File: src/rtl/mdu_iterative_if.sv
// Handshake and operand bundle between the control/regfile side and the iterative MDU.
interface mdu_iterative_if #(
    parameter int DATA_WIDTH    = 32,
    parameter int ADDRESS_WIDTH = 5
);
    logic                     start;
    logic [2:0]               funct3;
    logic [DATA_WIDTH-1:0]    op1;
    logic [DATA_WIDTH-1:0]    op2;
    logic [ADDRESS_WIDTH-1:0] rd_in;
    logic                     busy;
    logic                     done;
    logic [DATA_WIDTH-1:0]    result;
    logic [ADDRESS_WIDTH-1:0] rd_out;
    logic                     we;

    modport master (
        output start, funct3, op1, op2, rd_in,
        input  busy, done, result, rd_out, we
    );

    modport slave (
        input  start, funct3, op1, op2, rd_in,
        output busy, done, result, rd_out, we
    );
endinterface

File: src/rtl/mdu_iterative.sv
// Iterative RV32M multiply/divide unit: shift-add multiply, restoring divide, one bit per cycle.
// Define MDU_EARLY_OUT_EN to let divide-by-zero, signed overflow and multiply-by-zero skip CALC.
module mdu_iterative #(
    parameter int DATA_WIDTH    = 32,
    parameter int ADDRESS_WIDTH = 5
) (
    input  logic           clk,
    input  logic           rst,
    mdu_iterative_if.slave bus
);
    localparam int W     = DATA_WIDTH;
    localparam int CNT_W = $clog2(DATA_WIDTH);

    typedef enum logic [1:0] {IDLE, CALC, DONE} state_t;
    state_t state, next_state;

    logic [2:0]               f3;
    logic [W-1:0]             hi, lo, opb;
    logic                     neg_res, neg_rem, div_zero;
    logic [CNT_W-1:0]         count;
    logic [W-1:0]             result;
    logic [ADDRESS_WIDTH-1:0] rd_out;

    logic         in_div, a_signed, b_signed, a_neg, b_neg;
    logic [W-1:0] a_mag, b_mag;
    logic         accept, last;

    // Signedness is decided at accept time so only magnitudes and sign flags are stored.
    always_comb begin
        in_div   = bus.funct3[2];
        a_signed = in_div ? ~bus.funct3[0] : (bus.funct3[1:0] != 2'b11);
        b_signed = in_div ? ~bus.funct3[0] : ~bus.funct3[1];
        a_neg    = a_signed & bus.op1[W-1];
        b_neg    = b_signed & bus.op2[W-1];
        a_mag    = a_neg ? -bus.op1 : bus.op1;
        b_mag    = b_neg ? -bus.op2 : bus.op2;
        accept   = (state == IDLE) && bus.start;
        last     = (state == CALC) && (count == CNT_W'(W - 1));
    end

`ifdef MDU_EARLY_OUT_EN
    logic         special;
    logic [W-1:0] special_value;

    always_comb begin
        special       = 1'b0;
        special_value = '0;
        if (in_div) begin
            if (bus.op2 == '0) begin
                special       = 1'b1;
                special_value = bus.funct3[1] ? bus.op1 : '1;
            end else if (!bus.funct3[0] && bus.op1 == {1'b1, {(W-1){1'b0}}} && bus.op2 == '1) begin
                special       = 1'b1;
                special_value = bus.funct3[1] ? '0 : bus.op1;
            end
        end else if (bus.op1 == '0 || bus.op2 == '0) begin
            special = 1'b1;
        end
    end
`endif

    // hi/lo hold {accumulator, multiplier} for multiply and {remainder, quotient} for divide.
    logic [W:0]   mul_sum, div_shift;
    logic [W-1:0] div_diff, step_hi, step_lo;
    logic         div_ge;

    always_comb begin
        mul_sum   = {1'b0, hi} + (lo[0] ? {1'b0, opb} : '0);
        div_shift = {hi, lo[W-1]};
        div_ge    = div_shift >= {1'b0, opb};
        div_diff  = div_shift[W-1:0] - opb;
        if (f3[2]) begin
            step_hi = div_ge ? div_diff : div_shift[W-1:0];
            step_lo = {lo[W-2:0], div_ge};
        end else begin
            step_hi = mul_sum[W:1];
            step_lo = {mul_sum[0], lo[W-1:1]};
        end
    end

    logic [2*W-1:0] prod;
    logic [W-1:0]   quo, rem, final_value;

    always_comb begin
        prod = {step_hi, step_lo};
        if (neg_res) prod = -prod;
        quo = neg_res ? -step_lo : step_lo;
        rem = neg_rem ? -step_hi : step_hi;
        if (div_zero) quo = '1;
        if (!f3[2]) final_value = (f3[1:0] == 2'b00) ? prod[W-1:0] : prod[2*W-1:W];
        else        final_value = f3[1] ? rem : quo;
    end

    always_ff @(posedge clk) begin
        if (rst) state <= IDLE;
        else     state <= next_state;
    end

    always_comb begin
        next_state = state;
        case (state)
            IDLE: begin
                if (bus.start) begin
`ifdef MDU_EARLY_OUT_EN
                    next_state = special ? DONE : CALC;
`else
                    next_state = CALC;
`endif
                end
            end
            CALC:    if (last) next_state = DONE;
            DONE:    next_state = IDLE;
            default: next_state = IDLE;
        endcase
    end

    always_ff @(posedge clk) begin
        if (rst) begin
            f3       <= '0;
            hi       <= '0;
            lo       <= '0;
            opb      <= '0;
            neg_res  <= 1'b0;
            neg_rem  <= 1'b0;
            div_zero <= 1'b0;
            count    <= '0;
            result   <= '0;
            rd_out   <= '0;
        end else if (accept) begin
            f3       <= bus.funct3;
            rd_out   <= bus.rd_in;
            count    <= '0;
            hi       <= '0;
            lo       <= in_div ? a_mag : b_mag;
            opb      <= in_div ? b_mag : a_mag;
            neg_res  <= a_neg ^ b_neg;
            neg_rem  <= a_neg;
            div_zero <= in_div && (bus.op2 == '0);
`ifdef MDU_EARLY_OUT_EN
            if (special) result <= special_value;
`endif
        end else if (state == CALC) begin
            hi    <= step_hi;
            lo    <= step_lo;
            count <= count + CNT_W'(1);
            if (last) result <= final_value;
        end
    end

    assign bus.busy   = (state != IDLE);
    assign bus.done   = (state == DONE);
    assign bus.we     = (state == DONE) && (rd_out != '0);
    assign bus.result = result;
    assign bus.rd_out = rd_out;
endmodule

File: src/flat_wrapper.sv
// flat-port wrapper written by rule: the top's interface ports become plain ports
module mdu_iterative_flat 
#(
    parameter int DATA_WIDTH    = 32,
    parameter int ADDRESS_WIDTH = 5
)
  (clk, rst, bus_start, bus_funct3, bus_op1, bus_op2, bus_rd_in, bus_busy, bus_done, bus_result, bus_rd_out, bus_we);
  mdu_iterative_if #(.DATA_WIDTH(DATA_WIDTH), .ADDRESS_WIDTH(ADDRESS_WIDTH)) bus_i ();
  input  logic clk;
  input  logic rst;
  input wire logic [$bits(bus_i.start)-1:0] bus_start;
  input wire logic [$bits(bus_i.funct3)-1:0] bus_funct3;
  input wire logic [$bits(bus_i.op1)-1:0] bus_op1;
  input wire logic [$bits(bus_i.op2)-1:0] bus_op2;
  input wire logic [$bits(bus_i.rd_in)-1:0] bus_rd_in;
  output wire logic [$bits(bus_i.busy)-1:0] bus_busy;
  output wire logic [$bits(bus_i.done)-1:0] bus_done;
  output wire logic [$bits(bus_i.result)-1:0] bus_result;
  output wire logic [$bits(bus_i.rd_out)-1:0] bus_rd_out;
  output wire logic [$bits(bus_i.we)-1:0] bus_we;
  assign bus_i.start = bus_start;
  assign bus_i.funct3 = bus_funct3;
  assign bus_i.op1 = bus_op1;
  assign bus_i.op2 = bus_op2;
  assign bus_i.rd_in = bus_rd_in;
  assign bus_busy = bus_i.busy;
  assign bus_done = bus_i.done;
  assign bus_result = bus_i.result;
  assign bus_rd_out = bus_i.rd_out;
  assign bus_we = bus_i.we;
  mdu_iterative #(.DATA_WIDTH(DATA_WIDTH), .ADDRESS_WIDTH(ADDRESS_WIDTH)) u_core (.clk(clk), .rst(rst), .bus(bus_i));
endmodule
File: config.mk
export PLATFORM = sky130hd
export DESIGN_NAME = mdu_iterative_flat
export DESIGN_NICKNAME = d
export VERILOG_FILES = /design/src/rtl/mdu_iterative_if.sv /design/src/rtl/mdu_iterative.sv /design/src/flat_wrapper.sv
export SDC_FILE = /design/constraint.sdc
export NUM_CORES = 1
export LEC_CHECK = 0
export CAP_MARGIN = 20
export CORE_ASPECT_RATIO = 0.6
export CORE_MARGIN = 1
export CORE_UTILIZATION = 60
export DETAILED_ROUTE_END_ITERATION = 6
export PLACE_DENSITY_LB_ADDON = 0.12
export REMOVE_ABC_BUFFERS = 1
export SETUP_SLACK_MARGIN = 0.05
export SYNTH_ARGS = -nofsm -noshare
export SYNTH_HDL_FRONTEND = slang
export SYNTH_SLANG_ARGS = --single-unit
File: constraint.sdc
create_clock -name clk -period 5.8 [get_ports clk]
set_input_delay 1.45 -clock clk [delete_from_list [all_inputs] [get_ports clk]]
set_output_delay 1.45 -clock clk [all_outputs]
set_load 0.1 [all_outputs]
==> results of run 1 <==
-- area by class of cell --
type,instances,area share [%]
Clock buffer,24,2.68
Clock inverter,8,0.675
Inverter,67,1.37
Multi-Input combinational cell,1954,67.6
Sequential cell,146,15.9
Tap cell,360,2.45
Timing Repair Buffer,186,9.25
-- synth_stat cells, types with 9 or more instances --
cell type	number
sky130_fd_sc_hd__buf_6	9
sky130_fd_sc_hd__o31a_1	15
sky130_fd_sc_hd__o21ba_2	11
sky130_fd_sc_hd__nor2b_1	17
sky130_fd_sc_hd__o221ai_1	14
sky130_fd_sc_hd__or2_2	18
sky130_fd_sc_hd__a211oi_1	76
sky130_fd_sc_hd__buf_1	16
sky130_fd_sc_hd__nand3_1	43
sky130_fd_sc_hd__a221o_1	9
sky130_fd_sc_hd__o31ai_1	29
sky130_fd_sc_hd__dfxtp_1	146
sky130_fd_sc_hd__a21oi_1	201
sky130_fd_sc_hd__a221oi_1	12
sky130_fd_sc_hd__nand2_1	279
sky130_fd_sc_hd__nand4_1	26
sky130_fd_sc_hd__and2_1	55
sky130_fd_sc_hd__inv_1	65
sky130_fd_sc_hd__xor2_1	86
sky130_fd_sc_hd__nor3_1	62
sky130_fd_sc_hd__o211ai_1	56
sky130_fd_sc_hd__nor4_1	20
sky130_fd_sc_hd__and3_1	16
sky130_fd_sc_hd__o21ai_0	147
sky130_fd_sc_hd__clkbuf_1	122
sky130_fd_sc_hd__xnor2_1	91
sky130_fd_sc_hd__a31oi_1	26
sky130_fd_sc_hd__a211o_1	10
sky130_fd_sc_hd__o21a_1	20
sky130_fd_sc_hd__nor2_1	249
sky130_fd_sc_hd__ha_1	70
sky130_fd_sc_hd__mux2i_1	47
sky130_fd_sc_hd__a21boi_0	9
sky130_fd_sc_hd__or4_1	12
sky130_fd_sc_hd__a21o_1	22
sky130_fd_sc_hd__nand2b_1	20
sky130_fd_sc_hd__or3_1	24
-- critical path: cells and delay by family (launching register included) --
family,cells,cell delay (ps)
AO/OA/AOI/OAI,8,2680
XOR/XNOR,1,180
adder cells (fa/ha/maj),2,640
buffers and inverters,2,240
flip-flops,1,350
AND/OR/NAND/NOR,7,1240
-- cell families after synthesis --
family / after synthesis / synth area share (%)
xor+xnor: 177 / 9.51
fa+ha+maj: 72 / 5.62
buf+inv: 227 / 6.13
compound gates: 763 / 31.3
simple gates: 885 / 25.9
mux: 57 / 3.62
flops: 146 / 17.9
-- repair_timing --
item | in CTS | in global routing
endpoints found under the setup margin | 0 | 8
hold buffers | 0 | 0
resized for setup | 0 | 6
buffers inserted | 0 | 1
-- routing by layer --
metal,global-route usage [%],vias to the layer above
met2,60.0,1305
met4,17.4,2
met5,2.83,-
met3,13.2,168
met1,65.9,8909
li1,-,8610
-- flip-flops by register name, summed over array words and instances (netlist names) --
register and count:
u_core.hi 32, u_core.state 2, u_core.f3 3, u_core.bus.result 32, u_core.count 5, u_core.bus.rd_out 5
u_core.lo 32, u_core.neg_rem 1, u_core.opb 32, u_core.div_zero 1, u_core.neg_res 1
-- per-stage QoR --
stage                     worst slack, ps  total power [mW]  util (%)
after floorplan                     -1710              2.24         -
after global placement                344              2.79      66.8
after detailed placement              134              2.82      66.8
after CTS                            73.0              4.00      69.1
after global routing                 80.0              4.25      69.2
final                                 306              4.09      69.2
-- where the power goes --
group          internal (mW)  switching [mW]  leakage (nW)  total, mW
sequential              1.06          0.0764          1.19       1.13
combinational          0.638            1.13          5.42       1.76
clock                  0.722           0.475         0.297       1.20
-- path summary, 6_finish.rpt --
path | from | end | slack (ps) | cells after the start
max | u_core.opb[26] | u_core.bus.result[6] | 310 | 20
max reg2reg | u_core.opb[26] | u_core.bus.result[6] | 310 | 20
min reg2reg | u_core.opb[9] | u_core.opb[9] | 460 | 2
min | u_core.opb[9] | u_core.opb[9] | 460 | 2
==> qor_table.md, run 1 <==
| Parameter | Reported | Unit |
| --- | --- | --- |
| Largest area contributor in the netlist | sky130_fd_sc_hd__dfxtp_1 | - |
| Post-Syn Area | 16300 | um2 |
| Crit. End Element | flop | - |
| Leakage power of the design | 6.91 | nW |
| Clock-pin slew of the registers on the worst-case setup and hold paths | 70 | ps |
| Number of standard cells in the final layout excluding fillers | 2745 | - |
| GRT Resource Usage Total | 44.9 | % |
| Starting density of the core | 61.4 | % |
| Number of DRC violations after detailed-routing iteration 0 | 2971 | - |
| Number of flops mapped to enable cells by yosys | 0 | - |
| Leading cell type in the layout, fill and taps excluded | sky130_fd_sc_hd__nand2_1 | - |
| Share of cells above drive strength 1 | 8.09 | % |
| Number of ports placed on the die boundary | 115 | - |
| Half-perimeter wire length after placement | 49700 | um |
| Setup TNS | 0 | ps |
| Die area | 27800 | um2 |
| Antenna violations before repair | 1 | - |
| Core area | 26500 | um2 |
| Cells traversed along the worst timing path | inv_1 > ha_1 > a21oi_1 > o21ai_0 > a2111oi_2 > o21a_1 > nand3_1 > o21ai_0 > ha_1 > o211ai_1 > nor2_1 > buf_4 > nand2_1 > nor4_4 > nand2_1 > o31ai_1 > xor2_1 > nor2_1 > a2111oi_0 > nor4_1 | - |
| Y dimension of the die | 130 | um |
| CTS tree | done | - |
| Start-to-end type of the worst setup path | flop to flop | - |
| Maximum fanout encountered on the critical timing path | 5 | - |
| Maximum number of pins on one net before global-route repair | 69 | - |
| Post-Synthesis Mean Instance Area | 7.00 | um2 |
| Highest routed metal layer | met5 | - |
| Sequential cell area | 2930 | um2 |
| Final Cell Area | 18400 | um2 |
| DR WL met3 | 8840 | um |
| Required @ worst endpoint | 6100 | ps |
| Pre-antenna DRT Iters | 6 | - |
| Chip Width | 215 | um |
| Flip-flop cell with the highest count after synthesis | sky130_fd_sc_hd__dfxtp_1 | - |
| Worst supply voltage drop on vdd | 0.000225 | V |
| Yosys warning count | 0 | - |
| Final Max Tran Viols | 0 | - |
| Max-capacitance violation count | 0 | - |
| Antenna Cells | 0 | - |
| Via Count | 19000 | - |
| DR vias/cell | 6.92 | - |
| Clock H-tree levels | 4 | - |
| Insertion delay to the later sink of the worst-skew pair | 460 | ps |
| Worst Hold Class | flop to flop | - |
| Cells taking the most area after synthesis | sky130_fd_sc_hd__dfxtp_1 18%, sky130_fd_sc_hd__nand2_1 6.4%, sky130_fd_sc_hd__a21oi_1 6.2% | - |
| Antenna Violating Nets Remaining | 0 | - |
| Vias in the first global route | 16400 | - |
| Total CTS buffers | 17 | - |
| Setup-violating endpoint count in the final report | 0 | - |
| DRC viols | 0 | - |
| Sequential share of the synthesized area | 17.9 | % |
| Sum of overflow across all layers after global routing | 0 | - |
| Relative max-transition margin | 25.2 | % |
| Count of fill cells added during filler insertion | 2229 | - |
| Final worst-path cycle share | 94.7 | % |
| Final Hold Violating Endpoints | 0 | - |
| Buffers from clock root to sink, at most | 2 | - |
| Post-layout min period | 5490 | ps |
| Mapped Cells | 2327 | - |
| Standard-cell row count | 46 | - |
| Multi-input combinational cell area | 12400 | um2 |
| First-pass GRT wire length | 96900 | um |
| Post-synth ARST share | 0 | % |
| Routability congestion estimate | 1.07 | - |
| Share of the synthesized area in the top cell type | 17.9 | % |
| Status | finished clean | - |
| Per-cell routed wire length | 23.4 | um |
| Most frequent cells in the layout | 278 x sky130_fd_sc_hd__nand2_1, 248 x sky130_fd_sc_hd__nor2_1, 201 x sky130_fd_sc_hd__a21oi_1 | - |
| Relative area change from synthesis to final layout | 12.7 | % |
| Power density over the cells | 223 | nW/um2 |
| Setup repair after global routing missed its margin | no | - |
| Cell with the largest stage delay on the worst path | sky130_fd_sc_hd__a2111oi_2 | - |
| Hold slack | 462 | ps |
| WP data arrival | 5790 | ps |
| Layout Nets | 2519 | - |
| Routed met2 length | 24400 | um |
| Port-buffer cells | 114 | - |
| Transition at the pin with the smallest max-transition slack | 1110 | ps |
| Yosys reg bits | 146 | - |
| Cell at the root of the clock tree | sky130_fd_sc_hd__clkbuf_16 | - |
| DRT Wirelength | 64300 | um |
| Post-Route M1 WL | 28300 | um |
| Clock sink count | 146 | - |
| Maximum achievable frequency | 182 | MHz |
| Max incr delay on CP | 600 | ps |
| Number of library cell types mapped by synthesis | 102 | - |
| Post-placement cell count | 2712 | - |
| Area after detailed placement | 17700 | um2 |
| Layout Skew | 12.9 | ps |
| Startpoint type of the worst setup path | flop | - |
(Power assumes the default switching activity.)
==> inputs of run 2 (changes only) <==
--- a/config.mk
+++ b/config.mk
@@ -8,7 +8,7 @@
 export CAP_MARGIN = 20
 export CORE_ASPECT_RATIO = 0.6
 export CORE_MARGIN = 1
-export CORE_UTILIZATION = 60
+export CORE_UTILIZATION = 35
 export DETAILED_ROUTE_END_ITERATION = 6
 export PLACE_DENSITY_LB_ADDON = 0.12
 export REMOVE_ABC_BUFFERS = 1
==> run 2 against run 1 <==
Combinational power up 5%. Power is 2.4% higher. Count of clock-buffer cells in the layout is 6 lower. Maximum frequency grew 1.8%. Sequential share of layout area down 0.45 points. First-iteration DRC count fell by 26%. Final cell count increased by 11%. Clock power barely moved. Die area is 70% higher. Clock skew about the same. Flip-flop and latch count stayed put. Critical path type unchanged. Critical endpoint is now u_core.bus.result[31].
==> qor_table.md, run 2 (synthesis gave the netlist of run 1 again) <==
| Parameter | Reported | Unit | vs previous |
| --- | --- | --- | --- |
| GRT Resource Usage Total | 30.1 | % | -15 points |
| Antenna Violating Nets Remaining | 0 | - | unchanged |
| Final worst-path cycle share | 93.1 | % | -1.6 points |
| WP data arrival | 5780 | ps | about the same |
| Relative area change from synthesis to final layout | 15.9 | % |  |
| Starting density of the core | 35.9 | % | -25 points |
| Y dimension of the die | 169 | um | +30% |
| DR vias/cell | 6.03 | - | -13% |
| Worst Hold Class | flop to flop | - |  |
| Pre-antenna DRT Iters | 5 | - | -1 |
| Sum of overflow across all layers after global routing | 0 | - | unchanged |
| Layout Skew | 12.5 | ps | -0.422 ps |
| Status | finished clean | - |  |
| Hold Buf Count CTS | 0 | - | unchanged |
| Number of DRC violations after detailed-routing iteration 0 | 2187 | - | -26% |
| Maximum number of pins on one net before global-route repair | 67 | - | -2.9% |
| Standard-cell row count | 60 | - | +30% |
| Worst supply voltage drop on vdd | 0.000203 | V | -9.9% |
| Routability congestion estimate | 1.02 | - | -4.9% |
| Cell at the root of the clock tree | sky130_fd_sc_hd__clkbuf_16 | - |  |
| Crit. End Element | flop | - |  |
| Port-buffer cells | 114 | - | unchanged |
| Number of ports placed on the die boundary | 115 | - | unchanged |
| Clock sink count | 146 | - | unchanged |
| Clock-pin slew of the registers on the worst-case setup and hold paths | 70 | ps | about the same |
| Per-cell routed wire length | 23.8 | um | +1.7% |
| Leakage power of the design | 7.07 | nW | +2.2% |
| Max-capacitance violation count | 0 | - | unchanged |
| Insertion delay to the later sink of the worst-skew pair | 470 | ps | about the same |
| Buffers from clock root to sink, at most | 2 | - | unchanged |
| Via Count | 18300 | - | -3.5% |
| Setup repair after global routing missed its margin | no | - |  |
| DRT Wirelength | 72300 | um | +13% |
| Final Cell Area | 18900 | um2 | +2.9% |
| Die area | 47400 | um2 | +70% |
| Core area | 45300 | um2 | +71% |
| Share of cells above drive strength 1 | 9.35 | % | +1.3 points |
| Core occupancy in the finished layout | 41.7 | % | -28 points |
| Area after detailed placement | 18300 | um2 | +3.2% |
| Layout Nets | 2552 | - | +1.3% |
| Startpoint type of the worst setup path | flop | - |  |
| CTS tree | done | - |  |
| Maximum achievable frequency | 185 | MHz | +1.8% |
| Most frequent cells in the layout | 278 x sky130_fd_sc_hd__nand2_1, 247 x sky130_fd_sc_hd__nor2_1, 201 x sky130_fd_sc_hd__a21oi_1 | - |  |
| First-pass GRT wire length | 107000 | um | +11% |
| Number of standard cells in the final layout excluding fillers | 3038 | - | +11% |
| Required @ worst endpoint | 6180 | ps | +80 ps |
| Start-to-end type of the worst setup path | flop to flop | - |  |
| Final Max Tran Viols | 0 | - | unchanged |
| Antenna violations before repair | 1 | - | unchanged |
| Power density over the cells | 222 | nW/um2 | -0.51% |
| Final WS setup | 401 | ps | +94.5 ps |
| Post-layout min period | 5400 | ps | -94.5 ps |
| Dpl ws | 459 | ps | +325 ps |
| Half-perimeter wire length after placement | 57200 | um | +15% |
| Setup-violating endpoint count in the final report | 0 | - | unchanged |
| Maximum fanout encountered on the critical timing path | 19 | - | +14 |
| Leading cell type in the layout, fill and taps excluded | sky130_fd_sc_hd__nand2_1 | - |  |
| Final Hold Violating Endpoints | 0 | - | unchanged |
| Vias in the first global route | 16400 | - | +0.15% |
| Post-placement cell count | 3005 | - | +11% |
| Chip Width | 281 | um | +31% |
| Setup TNS | 0 | ps | unchanged |
| DRC viols | 0 | - | unchanged |
| Antenna Cells | 0 | - | unchanged |
| Transition at the pin with the smallest max-transition slack | 994 | ps | -119 ps |
| Total CTS buffers | 17 | - | unchanged |
| Count of fill cells added during filler insertion | 4797 | - | +120% |
| Relative max-transition margin | 33.5 | % | +8.3 points |
| Clock H-tree levels | 4 | - | unchanged |
[run 2: cell type report]
| type | count | area, um2 | share of cell area, % |
|---|---|---|---|
| Inverter | 67 | 251 | 1.33 |
| Sequential cell | 146 | 2930 | 15.5 |
| Timing Repair Buffer | 219 | 1930 | 10.2 |
| Tap cell | 620 | 776 | 4.11 |
| Clock buffer | 18 | 439 | 2.32 |
| Multi-Input combinational cell | 1954 | 12400 | 65.6 |
| Clock inverter | 14 | 164 | 0.868 |
[run 2: worst max-delay path, stage by stage (launching register included)]
cell and delay (ps):
sky130_fd_sc_hd__dfxtp_1 320, sky130_fd_sc_hd__buf_4 250, sky130_fd_sc_hd__and2_1 170, sky130_fd_sc_hd__ha_1 190, sky130_fd_sc_hd__inv_1 60, sky130_fd_sc_hd__fa_1 390
sky130_fd_sc_hd__nand2b_1 220, sky130_fd_sc_hd__a211oi_1 340, sky130_fd_sc_hd__buf_4 220, sky130_fd_sc_hd__o21ai_0 220, sky130_fd_sc_hd__a21o_1 320, sky130_fd_sc_hd__o21ai_0 250
sky130_fd_sc_hd__buf_4 170, sky130_fd_sc_hd__xnor2_1 180, sky130_fd_sc_hd__a22oi_4 120, sky130_fd_sc_hd__or2_2 350, sky130_fd_sc_hd__or4b_4 520, sky130_fd_sc_hd__or4_4 560
sky130_fd_sc_hd__or3_1 390, sky130_fd_sc_hd__o2111ai_1 90
[run 2: what timing repair did]
| action | 4_1_cts | 5_1_grt |
|---|---|---|
| buffers inserted | 0 | 0 |
| gates resized for setup | 0 | 3 |
| endpoints found under the setup margin | 0 | 4 |
[run 2: stage by stage]
stage / power (mW) / hold slack (ps)
floorplan: 2.24 / 434
CTS: 4.15 / 464
global route: 4.39 / 485
detailed placement: 2.94 / 449
global placement: 2.93 / 447
finish: 4.19 / 463
[run 2: worst paths after layout]
kind,startpoint,to,slack (ps),cells past startpoint
worst min-delay path,u_core.count[4],u_core.count[4],460,2
worst max register to register,u_core.lo[0],u_core.bus.result[31],400,19
worst min register to register,u_core.count[4],u_core.count[4],460,2
worst max-delay path,u_core.lo[0],u_core.bus.result[31],400,19
[run 2: report_power, final]
group | internal [mW] | leakage (nW) | switching (mW)
registers | 1.06 | 1.19 | 0.0669
logic | 0.667 | 5.58 | 1.19
clock network | 0.686 | 0.291 | 0.529
[run 2: routing by layer]
metal  GRT usage, %  vias to the layer above  wire [um]
met5              0                        -          8
met4           8.39                        2       1830
met3           8.14                       76       7040
met2           38.9                      750      27100
met1           46.8                     8854      36300
li1               -                     8645          -
